--- config.mk ---
export PLATFORM = sky130hd
export DESIGN_NAME = sign_scan_ctrl
export DESIGN_NICKNAME = d
export VERILOG_FILES = /design/src/rtl/sign_scan_ctrl_pkg.sv /design/src/rtl/sign_scan_ctrl_classify.sv /design/src/rtl/sign_scan_ctrl.sv
export SDC_FILE = /design/constraint.sdc
export NUM_CORES = 1
export LEC_CHECK = 0
export CORE_MARGIN = 2
export CORE_UTILIZATION = 52
export DETAILED_ROUTE_END_ITERATION = 16
export HOLD_SLACK_MARGIN = 0.15
export PLACE_DENSITY = 0.81
export RECOVER_POWER = 100
export SLEW_MARGIN = 20
export SYNTH_ARGS = -nofsm -noshare
export SYNTH_HDL_FRONTEND = slang
export SYNTH_SLANG_ARGS = --single-unit
--- constraint.sdc ---
create_clock -name clk -period 2.9 [get_ports clk]
set_clock_uncertainty 0.2 [all_clocks]
set_input_delay 0.435 -clock clk [delete_from_list [all_inputs] [get_ports clk]]
set_output_delay 0.435 -clock clk [all_outputs]
set_load 0.005 [all_outputs]
--- src/rtl/sign_scan_ctrl_pkg.sv ---
// Shared definitions for the sign scan sequencer: state encoding and index-width helper.
package sign_scan_ctrl_pkg;

    typedef enum logic [1:0] {
        S_IDLE = 2'd0,
        S_SCAN = 2'd1,
        S_DONE = 2'd2
    } state_t;

    // Index width for a bank of the given depth; never narrower than one bit.
    function automatic int addr_width(input int depth);
        return (depth > 1) ? $clog2(depth) : 1;
    endfunction

endpackage

--- src/rtl/sign_scan_ctrl_classify.sv ---
// Combinational sign classification of one two's-complement word.
module word_classify #(
    parameter int N = 8
) (
    input  logic [N-1:0] word,
    output logic         is_neg,
    output logic         is_zero
);

    assign is_neg  = word[N-1];
    assign is_zero = (word == '0);

endmodule

--- src/rtl/sign_scan_ctrl.sv ---
// Owns a small word bank and, on start, walks it one entry per cycle counting
// negatives/zeros and locating the first negative entry.
module sign_scan_ctrl
    import sign_scan_ctrl_pkg::*;
#(
    parameter int N     = 8,
    parameter int DEPTH = 8,
    parameter int AW    = addr_width(DEPTH)
) (
    input  logic          clk,
    input  logic          reset,
    input  logic          wr_en,
    input  logic [AW-1:0] wr_addr,
    input  logic [N-1:0]  wr_data,
    input  logic          start,
    output logic          busy,
    output logic          done,
    output logic [AW:0]   neg_count,
    output logic [AW:0]   zero_count,
    output logic          found_neg,
    output logic [AW-1:0] first_neg_idx
);

    localparam logic [AW-1:0] LAST = AW'(DEPTH - 1);

    state_t        state;
    logic [N-1:0]  bank [DEPTH];
    logic [AW-1:0] idx;
    logic [AW:0]   run_neg;
    logic [AW:0]   run_zero;
    logic          run_found;
    logic [AW-1:0] run_idx;

    logic          is_neg;
    logic          is_zero;
    logic [AW:0]   neg_next;
    logic [AW:0]   zero_next;
    logic          found_next;
    logic [AW-1:0] first_next;

    word_classify #(.N(N)) u_classify (
        .word    (bank[idx]),
        .is_neg  (is_neg),
        .is_zero (is_zero)
    );

    // Running totals including the word under the index this cycle.
    assign neg_next   = run_neg + {{AW{1'b0}}, is_neg};
    assign zero_next  = run_zero + {{AW{1'b0}}, is_zero};
    assign found_next = run_found | is_neg;
    assign first_next = run_found ? run_idx : (is_neg ? idx : '0);

    // Writes only land while idle, so a scan always sees a frozen bank.
    always_ff @(posedge clk or posedge reset) begin
        if (reset) begin
            for (int i = 0; i < DEPTH; i++) bank[i] <= '0;
        end else if (state == S_IDLE && wr_en && int'(wr_addr) < DEPTH) begin
            bank[wr_addr] <= wr_data;
        end
    end

    always_ff @(posedge clk or posedge reset) begin
        if (reset) begin
            state         <= S_IDLE;
            idx           <= '0;
            run_neg       <= '0;
            run_zero      <= '0;
            run_found     <= 1'b0;
            run_idx       <= '0;
            busy          <= 1'b0;
            done          <= 1'b0;
            neg_count     <= '0;
            zero_count    <= '0;
            found_neg     <= 1'b0;
            first_neg_idx <= '0;
        end else begin
            case (state)
                S_IDLE: begin
                    done <= 1'b0;
                    if (start) begin
                        state     <= S_SCAN;
                        busy      <= 1'b1;
                        idx       <= '0;
                        run_neg   <= '0;
                        run_zero  <= '0;
                        run_found <= 1'b0;
                        run_idx   <= '0;
                    end
                end
                S_SCAN: begin
                    run_neg   <= neg_next;
                    run_zero  <= zero_next;
                    run_found <= found_next;
                    run_idx   <= first_next;
                    if (idx == LAST) begin
                        state         <= S_DONE;
                        done          <= 1'b1;
                        neg_count     <= neg_next;
                        zero_count    <= zero_next;
                        found_neg     <= found_next;
                        first_neg_idx <= first_next;
                    end else begin
                        idx <= idx + 1'b1;
                    end
                end
                S_DONE: begin
                    state <= S_IDLE;
                    done  <= 1'b0;
                    busy  <= 1'b0;
                end
                default: begin
                    state <= S_IDLE;
                    done  <= 1'b0;
                    busy  <= 1'b0;
                end
            endcase
        end
    end

endmodule

==> qor.txt, run 1 <==
status = completed
WP data required = 2950 ps
Cell Area, Synth = 4230 um2
max cap viols = 0
Synth cell types = 40
fin util = 0.604
quantity of gates resized following cts = 0
cells along the critical path = buf_4 -> nor3_1 -> a21oi_1 -> a211oi_2 -> mux2i_1 -> a211oi_1 -> ha_1 -> ha_1 -> mux2_2
Vert. Die Dim = 94.2 um
# DRC = 0
max-slew violation count = 0
detailed-route via count = 2563
Max Freq = 377 MHz
Post-synth top cells = dfrtp_1 (95), mux2_2 (61), nand2_1 (21)
CTS root buf = clkbuf_8
unrepaired setup endpoints after global routing = false
Max FO, Critical Path = 15
post-route setup slack = 245 ps
Post-DP HPWL = 5490 um
Post-synth EDFFs = 0
num ports = 29
Seq cells post-synth = 95
clock sink count = 95
wire per inst = 17.1 um
Mapped Cells = 315
Synth top area share = 0.562
Worst Path Buf+Inv = 1
worst min path class = flip-flop to flip-flop
power density over the cells = 1010 nW/um2
r2r setup slk = 250 ps
vias in the first global route = 2664
CP Class = flip-flop to flip-flop
maximum VDD drop = 485 uV
slew margin rel. = 0.167
die width = 94.2 um
area grow syn2layout = 11.4%
Final Hold Vio Count = 0
ratio of cells with drive above 1 in the final layout = 0.252
diode count = 0
Setup crit end kind = flip-flop
Yosys top cell by area = dfrtp_1
IO Port Bufs = 28
clk_lat worst skew = 360 ps
GRT overflow = 0
Final min period = 2650 ps
antenna violations before repair = 0
worst slew pin tran = 1250 ps
die area = 8870 um2
cts hold-fix bufs = 0
Num CTS Buffers = 9
first-pass GRT wire length = 13100 um
Post-synth ARST share = 1.00
leakage = 2.13 nW
mean post-synth cell area = 13.4 um2
CP max stage delay = 480 ps
pre-CTS setup slack = 242 ps
Initial Util = 0.542
Setup Viol. Count Final = 0
Cell Area, Placed = 4600 um2
top_reg_cell synth = dfrtp_1
delay-heaviest family, CP = compound AO/OA/AOI/OAI gates
Storage cell area = 2380 um2
top post-synthesis cells by area = dfrtp_1 (56%), mux2_2 (16%), mux2_4 (2.8%)
CTS tree = done
Slowest-stage cell, CP = dfrtp_1
drt initial violations = 150
core area = 7810 um2
gpl congestion = 0.873
Routed WL = 7770 um
NumNets Final = 369
FP Rows = 32
fin crit share = 0.915
GRT Overall Usage = 0.194
# Post-CTS Setup Buffers = 0
sequential share of the synthesized area = 0.562
most frequent cell after synthesis = dfrtp_1
Critical Path AT = 2710 ps
CP Launch Type = flip-flop
largest net degree at the start of global routing = 96
fillers = 628
area of the multi-input gates = 1680 um2
maximum root-to-sink buffer count = 2
Non-Filler Cell Area, Final = 4710 um2
Post-Syn Nets = 336
post-route ant nets = 0
final setup TNS = 0 ps
clk slew on worst S/H paths = 90 ps
DR vias/cell = 5.63
DRT Pass-1 Iters = 4
cell mode on critical path = ha_1
H-tree Lvls = 3
Synth warnings = 0
-- tightest hold or removal path, stage by stage (launching register included) --
cell,delay [ps]
dfrtp_1,350
nand2_1,50
o21ai_0,60
-- routing by layer --
metal / GRT usage / part of all wire / vias up
li1: - / - / 1204
met1: 0.259 / 0.47 / 1304
met4: 0.0664 / 0.015 / 0
met5: 0 / 0 / -
met2: 0.310 / 0.48 / 42
met3: 0.0514 / 0.035 / 13
-- state kept, by name, indices dropped and copies added, names as in the netlist, 2 cells and up --
| register | cells |
|---|---|
| bank | 64 |
| neg_count | 4 |
| run_neg | 4 |
| run_zero | 4 |
| zero_count | 4 |
| first_neg_idx | 3 |
| idx | 3 |
| run_idx | 3 |
| state | 2 |
-- worst paths after layout --
path,end,start,cells past startpoint
worst max-delay path,zero_count[1]$_DFFE_PP0P_,idx[0]$_DFFE_PP0P_,9
worst min-delay path,first_neg_idx[1]$_DFFE_PP0P_,first_neg_idx[1]$_DFFE_PP0P_,2
worst max register to register,zero_count[1]$_DFFE_PP0P_,idx[0]$_DFFE_PP0P_,9
worst min register to register,first_neg_idx[1]$_DFFE_PP0P_,first_neg_idx[1]$_DFFE_PP0P_,2
max in group asynchronous,first_neg_idx[0]$_DFFE_PP0P_,reset,3
min in group asynchronous,zero_count[1]$_DFFE_PP0P_,reset,3
-- cell usage in the layout, fill, tap and decap left out, types with 7 or more instances in the layout --
master / n
a21oi_1: 11
clkbuf_8: 9
clkdlybuf4s50_1: 13
dfrtp_1: 95
dlygate4sd3_1: 15
mux2_1: 7
mux2_2: 61
nand2_1: 28
nor2_1: 17
nor3_1: 9
nor4_1: 7
o21ai_0: 16
-- cell type report --
| type | instances | share of cell area |
|---|---|---|
| Timing Repair Buffer | 32 | 0.0651 |
| Sequential cell | 95 | 0.505 |
| Clock buffer | 10 | 0.0271 |
| Tap cell | 102 | 0.0271 |
| Inverter | 6 | 0.00558 |
| Multi-Input combinational cell | 204 | 0.356 |
| Clock inverter | 6 | 0.0149 |
-- kinds of logic after synthesis --
logic type | synth area share
flip-flops | 0.562
AND/OR/NAND/NOR | 0.106
multiplexers | 0.217
AO/OA/AOI/OAI | 0.0636
buffers and inverters | 0.0248
adder cells (fa/ha/maj) | 0.0177
XOR/XNOR | 0.00828
-- per-stage QoR --
stage                     std cells  power [mW]  hold slack [ps]
final                           455        4.78              284
after global routing            455        5.13              308
after CTS                       455        4.93              293
after detailed placement        439        4.07              273
after global placement          439        3.96              261
after floorplan                 315        3.56              266
-- power breakdown --
part	internal, mW	switching [mW]	total, mW
sequential	1.93	0.435	2.37
combinational	0.896	0.659	1.55
clock	0.403	0.453	0.856
No activity file was read; power rests on OpenSTA's default activity.
==> run 2: changes to the inputs <==
- CAP_MARGIN: default -> 20
==> results of run 2 <==
No change in the layout: final DEF, timing and power equal those of run 1.
